$ cat src/rtl/rx_frame_controller.sv
// UART receive sequencer: turns each rxReady rise into one parity-checked frame and
// buffers it in a small FIFO with a valid/accept handshake and sticky error flags.
module rx_frame_controller #(
    parameter int DEPTH    = 4,
    parameter bit DROP_BAD = 1'b0
) (
    input  logic                   baudOut,
    input  logic                   rst,
    input  logic                   enable,
    input  logic [1:0]             parityMode,
    input  logic [8:0]             rxDataParity,
    input  logic                   rxReady,
    output logic [7:0]             dataOut,
    output logic                   dataErr,
    output logic                   dataValid,
    input  logic                   dataAccept,
    output logic [$clog2(DEPTH):0] fifoCount,
    output logic                   parityErr,
    output logic                   overrunErr,
    input  logic                   clearErr
);
    localparam int AW = $clog2(DEPTH);
    localparam logic [AW:0] FULL_CNT = DEPTH[AW:0];

    typedef enum logic [1:0] {IDLE, CHECK, STORE} state_t;

    state_t          state_q, state_d;
    logic            rx_ready_d;
    logic [8:0]      frame_reg;
    logic            err_reg;
    logic [8:0]      mem [DEPTH];
    logic [AW-1:0]   wr_ptr, rd_ptr;
    logic [AW:0]     count;
    logic            parity_err, overrun_err;

    logic evt, full, pop, push, keep, store_ovf, lost;
    logic latch, do_check, do_store, calc_err, ones;

    assign evt  = rxReady & ~rx_ready_d;
    assign full = (count == FULL_CNT);
    assign pop  = (count != '0) & dataAccept;

    // Frames arriving while a previous one is still being checked/stored are lost.
    always_comb begin
        state_d  = state_q;
        latch    = 1'b0;
        do_check = 1'b0;
        do_store = 1'b0;
        lost     = 1'b0;
        case (state_q)
            IDLE: begin
                if (evt && enable) begin
                    latch   = 1'b1;
                    state_d = CHECK;
                end
            end
            CHECK: begin
                do_check = 1'b1;
                lost     = evt & enable;
                state_d  = STORE;
            end
            STORE: begin
                do_store = 1'b1;
                lost     = evt & enable;
                state_d  = IDLE;
            end
            default: state_d = IDLE;
        endcase
    end

    always_comb begin
        ones = ^frame_reg[7:0];
        case (parityMode)
            2'b01:   calc_err = (ones != frame_reg[8]);
            2'b10:   calc_err = (ones == frame_reg[8]);
            default: calc_err = 1'b0;
        endcase
    end

    // A full FIFO still accepts a push when the head is popped on the same clock.
    assign keep      = do_store & ~(DROP_BAD & err_reg);
    assign push      = keep & (~full | pop);
    assign store_ovf = keep & full & ~pop;

    always_ff @(posedge baudOut or negedge rst) begin
        if (!rst) state_q <= IDLE;
        else      state_q <= state_d;
    end

    always_ff @(posedge baudOut or negedge rst) begin
        if (!rst) begin
            rx_ready_d  <= 1'b0;
            frame_reg   <= '0;
            err_reg     <= 1'b0;
            wr_ptr      <= '0;
            rd_ptr      <= '0;
            count       <= '0;
            parity_err  <= 1'b0;
            overrun_err <= 1'b0;
            for (int i = 0; i < DEPTH; i++) mem[i] <= '0;
        end else begin
            rx_ready_d <= rxReady;
            if (latch)    frame_reg <= rxDataParity;
            if (do_check) err_reg   <= calc_err;
            if (push) begin
                mem[wr_ptr] <= {err_reg, frame_reg[7:0]};
                wr_ptr      <= wr_ptr + AW'(1);
            end
            if (pop) rd_ptr <= rd_ptr + AW'(1);
            case ({push, pop})
                2'b10:   count <= count + 1'b1;
                2'b01:   count <= count - 1'b1;
                default: count <= count;
            endcase
            // Set beats clear when both happen on the same clock.
            parity_err  <= (parity_err & ~clearErr) | (do_store & err_reg);
            overrun_err <= (overrun_err & ~clearErr) | lost | store_ovf;
        end
    end

    assign dataOut    = mem[rd_ptr][7:0];
    assign dataErr    = mem[rd_ptr][8];
    assign dataValid  = (count != '0);
    assign fifoCount  = count;
    assign parityErr  = parity_err;
    assign overrunErr = overrun_err;
endmodule

$ cat config.mk
export PLATFORM = sky130hd
export DESIGN_NAME = rx_frame_controller
export DESIGN_NICKNAME = d
export VERILOG_FILES = /design/src/rtl/rx_frame_controller.sv
export SDC_FILE = /design/constraint.sdc
export NUM_CORES = 1
export LEC_CHECK = 0
export ABC_AREA = 0
export CORE_MARGIN = 1
export CORE_UTILIZATION = 43
export CTS_BUF_LIST = sky130_fd_sc_hd__clkbuf_2 sky130_fd_sc_hd__clkbuf_4 sky130_fd_sc_hd__clkbuf_8
export DETAILED_ROUTE_END_ITERATION = 8
export HOLD_SLACK_MARGIN = 0.06
export PLACE_DENSITY = 0.72
export SKIP_LAST_GASP = 1
export SLEW_MARGIN = 20
export SYNTH_ARGS = -nofsm -noshare
export SYNTH_HDL_FRONTEND = slang
export SYNTH_SLANG_ARGS = --single-unit
export TNS_END_PERCENT = 50
$ cat constraint.sdc
create_clock -name baudOut -period 2.9 [get_ports baudOut]
set_input_delay 0.58 -clock baudOut [delete_from_list [all_inputs] [get_ports baudOut]]
set_output_delay 0.58 -clock baudOut [all_outputs]
set_load 0.05 [all_outputs]
==> results of run 1 <==
-- cell families after synthesis --
| kind of cell | synth area share |
|---|---|
| AOI/OAI and AO/OA | 0.0199 |
| buffers and inverters | 0.0226 |
| muxes | 0.263 |
| adders and majority gates | 0.0479 |
| DFF | 0.524 |
| xor gates and xnor gates | 0.0533 |
| and+or+nand+nor | 0.0687 |
-- cells in the final DEF (no fill, tap or decap), types with 2 or more instances in the layout --
cell type	netlist	routed
sky130_fd_sc_hd__dfrtp_1	58	58
sky130_fd_sc_hd__mux2_2	44	44
sky130_fd_sc_hd__clkdlybuf4s50_1	0	29
sky130_fd_sc_hd__inv_1	10	10
sky130_fd_sc_hd__nand2_1	10	10
sky130_fd_sc_hd__clkbuf_8	0	10
sky130_fd_sc_hd__mux4_2	9	9
sky130_fd_sc_hd__ha_1	9	9
sky130_fd_sc_hd__o21ai_0	5	5
sky130_fd_sc_hd__xnor2_1	5	5
sky130_fd_sc_hd__buf_4	0	5
sky130_fd_sc_hd__nand2_8	4	4
sky130_fd_sc_hd__xor2_1	4	4
sky130_fd_sc_hd__nor2_1	2	2
sky130_fd_sc_hd__mux2_4	2	2
sky130_fd_sc_hd__xnor3_1	2	2
sky130_fd_sc_hd__and3b_1	2	2
sky130_fd_sc_hd__bufinv_16	0	2
sky130_fd_sc_hd__clkinv_2	0	2
-- worst paths after layout --
check                                    end  slack, ns  cells after the start
worst max-delay path              dataOut[3]       0.11                      3
worst min-delay path                 mem[32]       0.23                      1
worst max register to register  fifoCount[2]       0.81                      9
worst min register to register       mem[21]       0.50                      1
max in group asynchronous            err_reg       1.94                      2
min in group baudOut                 mem[21]       0.50                      1
-- routing by layer --
| metal | track usage | vias to the layer above |
|---|---|---|
| met2 | 0.290 | 41 |
| met1 | 0.223 | 817 |
| li1 | - | 730 |
| met4 | 0.0702 | 0 |
| met5 | 0 | - |
| met3 | 0.0604 | 10 |
-- cell type report --
type / instances / share of cell area
flip-flops and latches: 58 / 0.426
multi-input cells: 110 / 0.369
repair buffers: 36 / 0.101
clock buffers: 11 / 0.0426
well taps: 75 / 0.0275
clock inverters: 5 / 0.0228
inverters: 10 / 0.0110
-- power breakdown --
part           switching [mW]  internal (mW)
Clock                   0.314          0.513
Combinational            1.08           1.05
Sequential              0.333           1.18
Total                    1.72           2.75
-- stage by stage --
stage          setup WS [ns]  utilization
2_1_floorplan          0.430            -
5_1_grt               0.0167        0.562
6_report               0.109        0.562
3_5_place_dp           0.293        0.525
4_1_cts               0.0665        0.562
3_3_place_gp           0.408        0.525
-- worst reg2reg max path, delay by kind of cell (launching register included) --
kind,cells,cell delay [ns]
adder cells (fa/ha/maj),2,0.53
buffers and inverters,2,0.12
XOR/XNOR,2,0.31
AND/OR/NAND/NOR,3,0.62
flip-flops,1,0.44
-- repair_timing --
| action | in CTS | in global routing |
|---|---|---|
| resized for setup | 0 | 1 |
| endpoints found under the hold margin | 0 | 0 |
| buffers inserted | 0 | 0 |
| setup endpoints to repair | 0 | 1 |
| hold buffers | 0 | 0 |
==> results.json, run 1 <==
{
  "status": "completed",
  "critPathMaxFanout": 5,
  "slew_headroom": 0.626,
  "startpoint": "rd_ptr[0]",
  "multi_input_area_um2": 1260,
  "grt_antenna_before_repair": 0,
  "total_negative_slack_ns": 0,
  "synth.top_cell.area_share": 0.524,
  "m1WireLength_mm": 2.29,
  "final_nets": 252,
  "cp-start-kind": "register",
  "cts_tree": "built",
  "critical_path.endpoint_type": "output pin",
  "global_route_wire_length_before_repair_mm": 8.64,
  "unrepaired_setup_endpoints_after_global_routing": "no",
  "worstHoldPathType": "input pin to async pin",
  "io_pins": 32,
  "setup_viol_count_final": 0,
  "floorplan.initialDensity": 0.457,
  "mappedNetlistNets": 209,
  "synth.largest_area_cell": "sky130_fd_sc_hd__dfrtp_1",
  "cp_data_arrival_time_ns": 2.21,
  "register_area_um2": 1450,
  "placed_cells_incl_taps": 289,
  "static-leakage-power_nw": 1.53,
  "clkSlewWorstSetupHoldPaths_ns": 0.07,
  "yosys.cell_count.top_type": "sky130_fd_sc_hd__dfrtp_1",
  "hold_violations": 0,
  "crit_path_slowest_cell": "sky130_fd_sc_hd__clkdlybuf4s50_1",
  "grt_util_all_layers": 0.180,
  "finish.cell_count_without_fillers": 305,
  "grt_overflow_total": 0,
  "power.ir.vdd_worst_v": 0.000646,
  "dp.final_hpwl_mm": 3.43,
  "crit_type": "register to output pin",
  "highest_routing_layer_actually_used": "met4",
  "timing.final.crit_period_ns": 2.79,
  "h-tree-depth": 3,
  "dr_wl_met3_um": 242,
  "drive_gt1_frac": 0.365,
  "crit-reg2reg-launch": "fifoCount[1]",
  "dominantRegCellSynth": "sky130_fd_sc_hd__dfrtp_1",
  "number_of_flip_flops_under_the_largest_register_name": 36,
  "ctsLongestPathBuffers": 2,
  "port_buffers": 31,
  "detail_route.vias_per_cell": 5.24,
  "timing_worst_slew_pin_value_ns": 0.559,
  "dpl_cell_area_um2": 3180,
  "critical_path_required_ns": 2.32,
  "netlist_instances": 182,
  "totalWireLength_mm": 5.10,
  "cts-buffers-inserted": 9,
  "netlist_top_cells_count": "sky130_fd_sc_hd__dfrtp_1 (58), sky130_fd_sc_hd__mux2_2 (44), sky130_fd_sc_hd__inv_1 (10), sky130_fd_sc_hd__nand2_1 (10)",
  "clk_root_buffer_cell": "sky130_fd_sc_hd__clkbuf_8",
  "whs_ns": 0.227,
  "drt_drc_violations_left": 0,
  "areaGrowthSynthToFinish_pct": 23.1,
  "yosysUniqueCellTypes": 29,
  "syn_avg_cell_area_um2": 15.2,
  "crit_share_post_route": 0.963,
  "clkLatencyLatePin_ns": 0.34,
  "globalplace.congestion": 0.700,
  "number_of_flops_mapped_to_enable_cells_by_yosys": 0,
  "final_cell_area_um2": 3410,
  "dieWidth_um": 82.2,
  "die_height_um": 82.2,
  "met2RoutedLength_mm": 2.48,
  "first_global_vias": 1735,
  "design.die.area_um2": 6760,
  "design_power_total_mw": 4.47,
  "grt_start_max_net_pins": 25,
  "rows": 28,
  "yosysWarningCount": 0,
  "clock_tree_skew_after_final_layout_ns": 0.00992,
  "cts_num_sinks": 58,
  "synthesis.area_um2": 2770,
  "cpLargestDelayFamily": "buffers and inverters",
  "core_region_area_um2": 6060,
  "drtAntennaViolNets": 0,
  "clock.fmax_mhz": 358,
  "worstPathBufferInverterCount": 2,
  "synthArstFlopShare": 1.00,
  "ff_latch_count_synth": 58,
  "power-per-cell-area_nw_per_um2": 1310,
  "path_cells": "buf_4 -> mux4_2 -> clkdlybuf4s50_1",
  "timing.max_cap.violations": 0,
  "max_transition_viols_final": 0,
  "drt-pass1-iter-count": 4,
  "slowest_delay_ns": 0.72,
  "first_iter_violations": 60,
  "synth-seq-area-share": 0.524,
  "per_cell_routed_wire_length_um": 16.7,
  "diodes": 0,
  "nFillCells": 511,
  "synth.area.top_cells": "sky130_fd_sc_hd__dfrtp_1 (52%), sky130_fd_sc_hd__mux2_2 (18%), sky130_fd_sc_hd__mux4_2 (7.3%)",
  "dr_total_vias": 1598
}
Note: power is estimated with default switching activity, not from simulation.
==> run 2: changes to the inputs <==
Clock period 2.9 ns to 2.7 ns, I/O delays scaled along.
==> run 2 against run 1 <==
- sequential power increased by 7%
- critical path depth fell by 1
- register-to-register slack got worse by 0.14 ns
- critical endpoint is now dataValid
- largest cell class unchanged
==> results.json, run 2 (synthesis results as in run 1) <==
{
  "grt_overflow_total": 0,
  "crit-reg2reg-launch": "state_q[0]",
  "final_cell_area_um2": 3370,
  "total_negative_slack_ns": 0,
  "slew_headroom": 0.533,
  "drt-pass1-iter-count": 4,
  "cp_data_arrival_time_ns": 1.87,
  "multi_input_area_um2": 1260,
  "core_region_area_um2": 6060,
  "dpl_cell_area_um2": 3150,
  "critical_path_required_ns": 2.16,
  "power.ir.vdd_worst_v": 0.000823,
  "io_pins": 32,
  "register_area_um2": 1450,
  "grt_antenna_before_repair": 0,
  "floorplan.initialDensity": 0.457,
  "hold_violations": 0,
  "clk_root_buffer_cell": "sky130_fd_sc_hd__clkbuf_8",
  "final_nets": 251,
  "number_of_flip_flops_under_the_largest_register_name": 36,
  "dr_total_vias": 1543,
  "cts_tree": "built",
  "crit_share_post_route": 0.893,
  "first_global_vias": 1630,
  "whs_ns": 0.247,
  "timing_worst_slew_pin_value_ns": 0.700,
  "clkLatencyLatePin_ns": 0.34,
  "worstHoldPathType": "input pin to async pin",
  "drtAntennaViolNets": 0,
  "clock.fmax_mhz": 415,
  "timing.reg2reg.setup_slack_ns": 0.67,
  "h-tree-depth": 3,
  "drive_gt1_frac": 0.402,
  "unrepaired_setup_endpoints_after_global_routing": "no",
  "nFillCells": 501,
  "crit_type": "register to output pin",
  "finish.cell_count_without_fillers": 304,
  "rows": 28,
  "grt_util_all_layers": 0.168,
  "cts-buffers-inserted": 9,
  "design_power_total_mw": 4.67,
  "cts_resized": 0,
  "cp-start-kind": "register",
  "totalWireLength_mm": 4.74,
  "global_route_wire_length_before_repair_mm": 7.93,
  "ctsLongestPathBuffers": 2,
  "port_buffers": 31,
  "cts.repair_timing.setup_buffer_count": 0,
  "max_transition_viols_final": 0,
  "static-leakage-power_nw": 1.53,
  "areaGrowthSynthToFinish_pct": 21.6,
  "diodes": 0,
  "dp.final_hpwl_mm": 3.28,
  "layout_common_cells": "sky130_fd_sc_hd__dfrtp_1 (58), sky130_fd_sc_hd__mux2_2 (44), sky130_fd_sc_hd__clkdlybuf4s50_1 (21)",
  "cts_num_sinks": 58,
  "design.die.area_um2": 6760,
  "timing.max_cap.violations": 0,
  "ctsHoldBuffers": 0,
  "placed_cells_incl_taps": 288,
  "critical_path.endpoint_type": "output pin",
  "clkSlewWorstSetupHoldPaths_ns": 0.06,
  "detail_route.vias_per_cell": 5.08,
  "most_common_cell_after_layout_fill_and_taps_aside": "sky130_fd_sc_hd__dfrtp_1",
  "power-per-cell-area_nw_per_um2": 1390,
  "clock_tree_skew_after_final_layout_ns": 0.00656,
  "status": "completed",
  "startpoint": "fifoCount[1]",
  "globalplace.congestion": 0.739,
  "per_cell_routed_wire_length_um": 15.6,
  "grt_start_max_net_pins": 33,
  "first_iter_violations": 37,
  "drt_drc_violations_left": 0,
  "setup_viol_count_final": 0,
  "die_height_um": 82.2,
  "timing.final.crit_period_ns": 2.41,
  "dieWidth_um": 82.2,
  "critPathMaxFanout": 5
}
-- run 2: power by group --
group / internal, mW / switching, mW
sequential: 1.27 / 0.342
clock: 0.499 / 0.330
combinational: 1.08 / 1.15
total: 2.84 / 1.83
-- run 2: worst max-delay path, stage by stage (launching register included) --
cell and delay (ns):
sky130_fd_sc_hd__dfrtp_1 0.43, sky130_fd_sc_hd__or3_1 0.40, sky130_fd_sc_hd__clkdlybuf4s50_1 0.71
-- run 2: metrics by stage --
step / util / setup slack, ns
after global placement: 0.520 / 0.228
final: 0.555 / 0.288
after global routing: 0.555 / 0.229
after detailed placement: 0.520 / 0.199
after floorplan: - / 0.230
after CTS: 0.555 / 0.270
-- run 2: final timing paths --
path	to	cells after the start
max in group asynchronous	mem[19]	2
worst max register to register	fifoCount[2]	10
worst max-delay path	dataValid	2
min in group baudOut	mem[14]	1
worst min register to register	mem[14]	1
worst min-delay path	mem[32]	1
-- run 2: cell type report --
| type | count | share of cell area |
|---|---|---|
| inverter | 10 | 0.0112 |
| tap | 75 | 0.0279 |
| clock inverter | 4 | 0.0145 |
| timing repair buffer | 35 | 0.0929 |
| clock buffer | 12 | 0.0491 |
| multi-input combinational | 110 | 0.373 |
| sequential | 58 | 0.431 |
-- run 2: per-layer routing --
metal,share of wire,routed length [µm],GRT usage
met2,0.48,2300,0.264
met3,0.049,231,0.0615
met1,0.45,2130,0.209
met4,0.018,85,0.0667
met5,0,0,0
==> run 3: changes to the inputs <==
Settings changed: ABC_CLOCK_PERIOD_IN_PS set to 2000, PLACE_DENSITY 0.72 to 0.74.
Clock period 2.7 ns to 2 ns, I/O delays scaled along.
==> run 3 against run 2 <==
- power grew 43%
- sequential share of layout area decreased by 1.9 points
- cell area is 5.0% higher
- largest cell class unchanged
==> results.json, run 3 (synthesis results as in run 1) <==
{
  "grt_util_all_layers": 0.164,
  "totalWireLength_mm": 4.65,
  "drive_gt1_frac": 0.458,
  "drtAntennaViolNets": 0,
  "cts_num_sinks": 58,
  "critPathMaxFanout": 5,
  "most_common_cell_after_layout_fill_and_taps_aside": "sky130_fd_sc_hd__dfrtp_1",
  "clock_tree_skew_after_final_layout_ns": 0.00627,
  "power-per-cell-area_nw_per_um2": 1890,
  "die_height_um": 82.2,
  "cp_data_arrival_time_ns": 1.59,
  "setup_viol_count_final": 0,
  "grt_overflow_total": 0,
  "rows": 28,
  "clk_root_buffer_cell": "sky130_fd_sc_hd__clkbuf_8",
  "cts-buffers-inserted": 9,
  "timing.max_cap.violations": 0,
  "ctsLongestPathBuffers": 2,
  "areaGrowthSynthToFinish_pct": 27.7,
  "placement.setup.worst_slack_ns": -0.422,
  "core_region_area_um2": 6060,
  "clkSlewWorstSetupHoldPaths_ns": 0.07,
  "first_global_vias": 1609,
  "grt_antenna_before_repair": 0,
  "slew_headroom": 0.669,
  "slowest_delay_ns": 0.82,
  "finish.cell_count_without_fillers": 313,
  "hold_violations": 0,
  "clkLatencyLatePin_ns": 0.33,
  "design.die.area_um2": 6760,
  "final_nets": 260,
  "power.ir.vdd_worst_v": 0.00105,
  "final_critical_path_setup_slack_ns": 0.0112,
  "clock.fmax_mhz": 503,
  "dp.final_hpwl_mm": 3.16,
  "placed_cells_incl_taps": 295,
  "dr_total_vias": 1575,
  "unrepaired_setup_endpoints_after_global_routing": "yes",
  "critical_path_required_ns": 1.60,
  "per_cell_routed_wire_length_um": 14.8,
  "worstHoldPathType": "register to register",
  "timing_worst_slew_pin_value_ns": 0.495,
  "port_buffers": 31,
  "crit_share_post_route": 0.994,
  "drt-pass1-iter-count": 4,
  "floorplan.initialDensity": 0.457,
  "grt_start_max_net_pins": 59,
  "worstPathBufferInverterCount": 1,
  "max_transition_viols_final": 0,
  "layout_common_cells": "sky130_fd_sc_hd__dfrtp_1 (55), sky130_fd_sc_hd__mux2_2 (44), sky130_fd_sc_hd__clkdlybuf4s50_1 (19)",
  "crit_path_slowest_cell": "sky130_fd_sc_hd__clkdlybuf4s50_1",
  "crit_type": "register to output pin",
  "h-tree-depth": 3,
  "cts_tree": "built",
  "diodes": 0,
  "globalplace.congestion": 0.758,
  "timing.final.crit_period_ns": 1.99,
  "global_route_wire_length_before_repair_mm": 7.74,
  "number_of_flip_flops_under_the_largest_register_name": 36,
  "dieWidth_um": 82.2,
  "cp-start-kind": "register",
  "detail_route.vias_per_cell": 5.03,
  "cpLargestDelayFamily": "buffers and inverters",
  "first_iter_violations": 32,
  "io_pins": 32,
  "critical_path.endpoint_type": "output pin",
  "drt_drc_violations_left": 0,
  "static-leakage-power_nw": 1.60,
  "status": "completed",
  "path_cells": "clkdlybuf4s50_1"
}
-- run 3: power breakdown --
| part | leakage (nW) | internal [mW] | switching (mW) |
|---|---|---|---|
| Sequential | 0.721 | 1.72 | 0.420 |
| Combinational | 0.763 | 1.64 | 1.64 |
| Clock | 0.119 | 0.801 | 0.456 |
-- run 3: final timing paths --
kind	from	end	slack (ns)	cells after the start
worst min register to register	mem[34]	mem[34]	0.50	1
worst max register to register	fifoCount[0]	fifoCount[2]	0.09	9
worst max-delay path	fifoCount[0]	fifoCount[0]	0.01	1
max in group asynchronous	rst	fifoCount[2]	1.14	3
worst min-delay path	mem[34]	mem[34]	0.50	1
min in group asynchronous	rst	mem[0]	0.60	3
-- run 3: metrics by stage --
| step | setup TNS [ns] | utilization | hold slack (ns) | power, mW | area, µm² |
|---|---|---|---|---|---|
| floorplan | -0.200 | - | 0.104 | 4.50 | 2790 |
| global placement | -4.03 | 0.535 | 0.429 | 5.29 | 3240 |
| detailed placement | -7.81 | 0.535 | 0.428 | 5.36 | 3240 |
| CTS | -0.0252 | 0.578 | 0.504 | 6.68 | 3500 |
| global route | -0.301 | 0.583 | 0.516 | 7.09 | 3530 |
| finish | 0 | 0.583 | 0.502 | 6.68 | 3530 |
-- run 3: cell type report --
cell class / count / area [µm²]
inverter: 10 / 37.5
tap: 75 / 93.8
clock buffer: 12 / 165
timing repair buffer: 44 / 422
multi-input combinational: 110 / 1290
sequential: 58 / 1460
clock inverter: 4 / 72.6
fill: 484 / 2530
-- run 3: worst reg2reg max path: cells and delay by family, from the launching register on --
kind	cells	cell delay (ns)
flops	1	0.45
simple gates	3	0.53
buf+inv	2	0.11
fa+ha+maj	2	0.44
xor+xnor	2	0.29
-- run 3: timing repair --
| action | in CTS | in global routing |
|---|---|---|
| pin swaps | 1 | 3 |
| endpoints found under the setup margin | 4 | 12 |
| setup buffers | 0 | 1 |
| gates resized for setup | 2 | 7 |
| endpoints found under the hold margin | 17 | 0 |
| hold buffers | 1 | 0 |
-- run 3: layer usage --
metal	global-route usage	vias up	wire length (µm)
li1	-	743	-
met1	0.205	792	2140
met2	0.253	31	2230
met3	0.0670	9	188
met4	0.0614	0	80
met5	0	-	0
